$ cat config.mk
export PLATFORM = sky130hd
export DESIGN_NAME = tdm_demux_1to4
export DESIGN_NICKNAME = d
export VERILOG_FILES = /design/src/rtl/tdm_demux_1to4.sv
export SDC_FILE = /design/constraint.sdc
export NUM_CORES = 1
export LEC_CHECK = 0
export ABC_AREA = 1
export CAP_MARGIN = 15
export CORE_UTILIZATION = 45
export CTS_BUF_LIST = sky130_fd_sc_hd__clkbuf_2 sky130_fd_sc_hd__clkbuf_4 sky130_fd_sc_hd__clkbuf_8
export DETAILED_ROUTE_END_ITERATION = 10
export PLACE_DENSITY = 0.72
export SETUP_SLACK_MARGIN = 0.4
export SLEW_MARGIN = 20
export SYNTH_ARGS = -nofsm -noshare
export SYNTH_HDL_FRONTEND = slang
export SYNTH_SLANG_ARGS = --single-unit
export TNS_END_PERCENT = 50
$ cat constraint.sdc
create_clock -name clk -period 2 [get_ports clk]
set_clock_uncertainty 0.05 [all_clocks]
set_input_delay 0.4 -clock clk [delete_from_list [all_inputs] [get_ports clk]]
set_output_delay 0.4 -clock clk [all_outputs]
set_load 0.03 [all_outputs]
$ cat src/rtl/tdm_demux_1to4.sv
//-----------------------------------------------------------------------------
// tdm_demux_1to4
//
// Receive end of a 4:1 time-division serializer. Each accepted beat is
// steered into one of four lanes of an internal staging buffer; once the
// fourth lane arrives, the completed frame is published on data_out in a
// single update. The consumer therefore never sees a partially assembled
// frame.
//
// A frame always begins with a beat flagged by frame_start (lane 0). The
// following three non-start beats fill lanes 1..3 in order. Beats that arrive
// while hunting for a frame without frame_start are dropped. A frame_start
// that shows up before lane 3 has been filled aborts the partial frame,
// raises frame_err for one cycle and restarts collection with that beat as
// the new lane 0.
//
// Ports:
//   clk          rising-edge clock
//   rst          synchronous reset, active-high, wins over all other inputs
//   in_valid     data_in carries a beat this cycle
//   frame_start  marks the beat as lane 0 of a new frame (only with in_valid)
//   data_in      serial beat, WIDTH bits
//   sel          lane the next accepted non-start beat will be written to
//   data_out     last complete frame, lane k at [k*WIDTH +: WIDTH]
//   out_valid    one-cycle pulse: data_out has just been refreshed
//   frame_err    one-cycle pulse: a partial frame was aborted by frame_start
//-----------------------------------------------------------------------------
module tdm_demux_1to4 #(
  parameter int WIDTH = 1
) (
  input  logic               clk,
  input  logic               rst,
  input  logic               in_valid,
  input  logic               frame_start,
  input  logic [WIDTH-1:0]   data_in,
  output logic [1:0]         sel,
  output logic [4*WIDTH-1:0] data_out,
  output logic               out_valid,
  output logic               frame_err
);

  // IDLE hunts for a frame_start beat; COLLECT fills lanes 1..3.
  typedef enum logic {
    IDLE    = 1'b0,
    COLLECT = 1'b1
  } state_t;

  // Last lane index; reaching it while collecting completes the frame.
  localparam logic [1:0] LAST_LANE = 2'd3;

  state_t               r_state;
  state_t               w_nextState;
  logic [1:0]           r_sel;
  logic [1:0]           w_nextSel;
  logic [4*WIDTH-1:0]   r_stage;
  logic [4*WIDTH-1:0]   w_nextStage;
  logic [4*WIDTH-1:0]   r_dataOut;
  logic [4*WIDTH-1:0]   w_nextDataOut;
  logic                 r_outValid;
  logic                 w_nextOutValid;
  logic                 r_frameErr;
  logic                 w_nextFrameErr;

  // The staging buffer, frame output and lane pointer all live in one
  // register stage. Reset clears everything, including a half-built frame,
  // and deliberately produces no error pulse. Outside of reset each register
  // simply takes the value decided by the next-state logic below.
  always_ff @(posedge clk) begin
    if (rst) begin
      r_state    <= IDLE;
      r_sel      <= 2'd0;
      r_stage    <= '0;
      r_dataOut  <= '0;
      r_outValid <= 1'b0;
      r_frameErr <= 1'b0;
    end else begin
      r_state    <= w_nextState;
      r_sel      <= w_nextSel;
      r_stage    <= w_nextStage;
      r_dataOut  <= w_nextDataOut;
      r_outValid <= w_nextOutValid;
      r_frameErr <= w_nextFrameErr;
    end
  end

  // Next-state and datapath decisions. Every value defaults to holding its
  // current contents and both pulses default low, so a cycle without
  // in_valid changes nothing and the pulses last exactly one cycle.
  //
  // On the fourth beat the published frame is assembled from staging lanes
  // 0..2 plus data_in directly, because lane 3 of staging is only written at
  // that same edge and would otherwise be one cycle stale. This lets the
  // next frame's lane 0 be accepted on the very next cycle with no bubble.
  always_comb begin
    w_nextState    = r_state;
    w_nextSel      = r_sel;
    w_nextStage    = r_stage;
    w_nextDataOut  = r_dataOut;
    w_nextOutValid = 1'b0;
    w_nextFrameErr = 1'b0;

    if (in_valid) begin
      unique case (r_state)
        IDLE: begin
          // Only a frame_start beat can open a frame; anything else is
          // noise between frames and is dropped without comment.
          if (frame_start) begin
            w_nextStage[0 +: WIDTH] = data_in;
            w_nextSel               = 2'd1;
            w_nextState             = COLLECT;
          end
        end

        COLLECT: begin
          if (frame_start) begin
            // Early start: abandon the partial frame, flag it, and treat
            // this beat as lane 0 of a fresh frame. data_out is untouched.
            w_nextFrameErr          = 1'b1;
            w_nextStage[0 +: WIDTH] = data_in;
            w_nextSel               = 2'd1;
            w_nextState             = COLLECT;
          end else if (r_sel == LAST_LANE) begin
            w_nextStage[3*WIDTH +: WIDTH] = data_in;
            w_nextDataOut  = {data_in, r_stage[3*WIDTH-1:0]};
            w_nextOutValid = 1'b1;
            w_nextSel      = 2'd0;
            w_nextState    = IDLE;
          end else begin
            w_nextStage[int'(r_sel)*WIDTH +: WIDTH] = data_in;
            w_nextSel = r_sel + 2'd1;
          end
        end

        default: begin
          w_nextState = IDLE;
          w_nextSel   = 2'd0;
        end
      endcase
    end
  end

  // Outputs come straight from registers; the staging buffer is internal.
  assign sel       = r_sel;
  assign data_out  = r_dataOut;
  assign out_valid = r_outValid;
  assign frame_err = r_frameErr;

endmodule

==> results.md <==
* Status: finished, final reports clean
* Max_cap viols at 0
* Antenna cells at 0
* Global-route wire length before repair at 2000 um
* Via count at 568
* Finished Layout Cells at 113
* Die width at 38.5 um
* Pwr/cell area at 653 mW/mm^2
* R2R depth at 7
* GRT overflow at 0
* Worst min path class: reg -> reg
* Crit-path max cell delay at 660 ps
* Initial DRC count at 11
* Largest net degree at the start of global routing at 9
* Sink Count at 12
* Sequential area share after synthesis at 40.1%
* Crit share post-route at 84.5%
* Total Power at 0.507 mW
* CTS Buffer Depth at 2
* Initial antenna violation count at 0
* Num ports at 13
* Vert. Die Dim at 38.5 um
* Distinct cells, synth at 17
* GPL Wtd Cong at 0.868
* Vias in the first global route at 479
* CP cell instances: clkdlybuf4s50_1
* Slew @ Worst Pin at 314 ps
* Inst Count DP at 109
* Worst IR Drop VDD at 411 uV
* Worst-path clk slew at 70 ps
* Via/cell ratio at 5.03
* # Post-CTS Setup Buffers at 0
* CTS tree: yes
* CP delay by family, top: buffers and inverters
* Leakage power at 0.428 nW
* Final Net Count at 110
* Levels on crit path at 1
* Initial Util at 51.2%
* Final Max Tran Viols at 0
* Post-layout min period at 1690 ps
* All-Layer GR Usage at 20.2%
* Nature of the critical path startpoint: register
* CP endpoint kind: output port
* Layout Area Growth over Synthesis at 29.4%
* Final number of hold-violating endpoints at 0
* Unrepaired setup endpoints after global routing: true
* Final WL at 1190 um
* Crit path buffers/inverters at 1
* Core footprint at 0.00117 sq mm
* CP Max Fanout at 1
* Final setup fails at 0
* Share of layout cells above drive strength 1 at 9.09%
* First-pass DRT Iterations at 5
* IO buf count at 12
* Post-Synthesis Cell Area at 599 sq um
* Core Rows at 12
* Total CTS buffers at 3
* Syn nets at 93
* DR DRC count at 0
* Slew Limit Headroom at 79.0%
* CTS Root Cell: clkbuf_4
* Fmax at 592 MHz
* Die ar. at 0.00148 sq mm
* Synth warnings at 0
* Syn avg cell area at 7.22 sq um
* Total Neg Setup Slack at 0 ps
* WS Path Type: reg -> out
* Mapped Cells at 83
* Antenna Nets Post-Route at 0
* Htree depth at 1
* Critical path's slowest cell: clkdlybuf4s50_1
* WL/cell at 10.5 um
* Synth Register Bits at 12
* Worst skew pair latency at 270 ps
* Dpl hpwl at 868 um
* WP data arrival at 1240 ps
* Critical Path RT at 1550 ps
* Hold Crit Depth at 2
registers in the layout (all words and copies together) (netlist names):
name and flops:
sel 2, r_stage 3, out_valid 1, frame_err 1
data_out 4, r_state 1
what timing repair did:
item / in CTS / in global routing
resized for setup: 4 / 3
hold buffers: 0 / 0
setup endpoints to repair: 8 / 6
pin swaps: 0 / 0
placed cells by master, fill, tap and decap left out, types with 4 or more instances in the layout:
master           synthesis  layout
dfxtp_1                 12      12
ha_1                     5       5
inv_1                   11      11
dlygate4sd2_1            0       4
clkdlybuf4s50_1          0       5
nand3_1                  7       7
nand2_1                 13      13
nor2_1                  18      18
Yosys cell counts (all sizes together):
master  instances  area share (%)
a21oi           3             2.5
clkinv          2             1.7
dfxtp          12              40
ha              5              10
inv            12             7.5
nand2          14             9.2
nand3           8             8.8
nand3b          1             1.3
nand4           2             2.1
nor2           18              11
nor3            1            0.83
o21ai           4             3.3
or2             1             1.0
final cells by class:
type	instances	area, sq um
flip-flops and latches	12	240
clock buffers	4	36.3
inverters	14	55.1
well taps	14	17.5
multi-input cells	57	304
fillers	114	395
repair buffers	12	123
worst paths after layout:
kind	from	to	slack [ps]
setup reg to reg	sel[0]$_SDFFE_PP0P_	r_stage[0]$_SDFFE_PP0P_	540
hold reg to reg	data_out[1]$_SDFFE_PP0P_	data_out[1]$_SDFFE_PP0P_	430
hold / removal	data_out[1]$_SDFFE_PP0P_	data_out[1]$_SDFFE_PP0P_	430
setup / recovery	frame_err$_SDFF_PP0_	frame_err	310
power breakdown:
part / internal [mW] / switching [mW] / total (mW) / leakage (nW)
Clock: 0.111 / 0.0800 / 0.191 / 0.0210
Combinational: 0.0249 / 0.0391 / 0.0640 / 0.309
Sequential: 0.245 / 0.00702 / 0.252 / 0.0974
Total: 0.381 / 0.126 / 0.507 / 0.428
logic make-up (layout without fill, tap and decap cells):
kind of cell             after synthesis  after routing  share of synthesized area, %
AO/OA/AOI/OAI                          7              7                          5.84
adder cells (fa/ha/maj)                5              5                          10.4
buffers and inverters                 14             30                          9.19
flip-flops                            12             12                          40.1
AND/OR/NAND/NOR                       45             45                          34.4
layer usage:
layer  track usage [%]  vias up  wire, um
met5                 0        -         0
met4              5.17        0         0
met3              11.0        0        89
met2              31.3       24       534
met1              24.1      250       566
li1                  -      294         -
through the flow:
step / hold WS [ps] / utilization [%] / area [sq um] / setup slack, ps
3_5_place_dp: 420 / 62.9 / 737 / 379
6_report: 433 / 66.2 / 776 / 310
3_3_place_gp: 412 / 62.9 / 737 / 405
2_1_floorplan: 412 / - / 599 / 461
4_1_cts: 437 / 65.6 / 768 / 274
5_1_grt: 460 / 66.2 / 776 / 261
Power figures use the tool's default switching activity.
==> RTL edit (config.mk and constraints unchanged) <==
Remove the register `r_frameErr`: a continuous assignment takes its place, so the output `frame_err` follows one clock earlier.
--- a/src/rtl/tdm_demux_1to4.sv
+++ b/src/rtl/tdm_demux_1to4.sv
@@ -74,3 +74,2 @@
       r_outValid <= 1'b0;
-      r_frameErr <= 1'b0;
     end else begin
@@ -81,5 +80,6 @@
       r_outValid <= w_nextOutValid;
-      r_frameErr <= w_nextFrameErr;
     end
   end
+
+  assign r_frameErr = w_nextFrameErr;
 
Check against the original RTL: not equivalent (Yosys sat finds a counterexample within 4 cycles, from zero or initial values and one cycle with rst high).
==> RTL edit against the original RTL <==
Fmax decreased by 0.40%; total power decreased by 11%; combinational power increased by 2%; core utilization decreased by 1.3 points; setup slack got worse by 0.0067 ns; largest power group unchanged; synthesized area decreased by 3.3%; wire length decreased by 3.4%; sequential cell count decreased by 1; clock power decreased by 18%; worst hold slack got worse by 0.018 ns; die area decreased by 3.2%; synthesized cell count decreased by 3.6%; design area decreased by 3.2%; sequential share of layout area decreased by 1.6 points.
==> RTL edit: results (changes against the original RTL) <==
- The HPWL after detailed placement is 852 um (was 868 um).
- The routed length per placed instance is 10.4 um (was 10.5 um).
- The number of unique standard cell types used by synthesis is 15 (was 17).
- The standard cell area after detailed placement was 722 um2 (was 737 um2).
- The adder and majority gate portion of the synthesized area is 10.8% (was 10.4%).
- The net count after synthesis is 90 (was 93).
- Leading post-synthesis cells by cell area: sky130_fd_sc_hd__dfxtp_1 38%, sky130_fd_sc_hd__nand2_1 11%, sky130_fd_sc_hd__ha_1 11% (was sky130_fd_sc_hd__dfxtp_1 40%, sky130_fd_sc_hd__nor2_1 11%, sky130_fd_sc_hd__ha_1 10%).
- The first-pass iteration count of the detailed router is 4 (was 5).
- The count of instances resized after the clock tree is built was 5 (was 4).
- The clock period minus final worst setup slack is 1.70 ns (was 1.69 ns).
- The total length of routed met2 wires is 504 um (was 534 um).
- The number of DRC markers in iteration 0 is 10 (was 11).
- The maximum fanout count along the critical path came to 2 (was 1).
- The pre-CTS setup slack is 0.213 ns (was 0.379 ns).
- The first-pass GRT wire length was 1.99 mm (was 2.00 mm).
- The via count of the first global-routing pass is 473 (was 479).
- The met2 track demand over resource in global routing is 28.9% (was 31.3%).
- Cell types with the highest counts after synthesis: 17 x sky130_fd_sc_hd__nand2_1, 13 x sky130_fd_sc_hd__inv_1, 13 x sky130_fd_sc_hd__nor2_1, 11 x sky130_fd_sc_hd__dfxtp_1, 6 x sky130_fd_sc_hd__a21oi_1 (was 18 x sky130_fd_sc_hd__nor2_1, 13 x sky130_fd_sc_hd__nand2_1, 12 x sky130_fd_sc_hd__dfxtp_1, 11 x sky130_fd_sc_hd__inv_1, 7 x sky130_fd_sc_hd__nand3_1).
- The fraction of layout instances using a drive strength above 1 came to 11.3% (was 9.09%).
- The slew at the pin closest to its max-slew limit is 0.319 ns (was 0.314 ns).
- The top routing layer in use was met4 (was met3).
- The post-synthesis average cell area is 7.24 um2 (was 7.22 um2).
- The total routing resource utilization after global routing is 20.9% (was 20.2%).
- The routed metal-1 wire length is 552 um (was 566 um).
- Outcome: finished, final reports clean (unchanged).
- The total placed cells including tap cells is 107 (was 109).
- The met1 track demand over resource in global routing is 26.7% (was 24.1%).
-- RTL edit: power by group --
part           internal, mW  total (mW)  leakage [nW]  switching, mW
sequential            0.224       0.228        0.0893        0.00374
clock                0.0906       0.157        0.0184         0.0668
combinational        0.0254      0.0652         0.304         0.0399
-- RTL edit: path summary, 6_finish.rpt --
path              slack, ns  cells past startpoint                  endpoint                     start
setup / recovery       0.30                      1               data_out[3]  data_out[3]$_SDFFE_PP0P_
hold / removal         0.42                      2  data_out[2]$_SDFFE_PP0P_   r_stage[2]$_SDFFE_PP0P_
setup reg to reg       0.61                      8   r_stage[0]$_SDFFE_PP0P_       sel[0]$_SDFFE_PP0P_
hold reg to reg        0.42                      2  data_out[2]$_SDFFE_PP0P_   r_stage[2]$_SDFFE_PP0P_
-- RTL edit: cell type report --
type,count,area [um2]
repair buffers,13,124
inverters,13,48.8
multi-input cells,56,310
clock buffers,4,30.0
well taps,14,17.5
fillers,110,405
flip-flops and latches,11,220
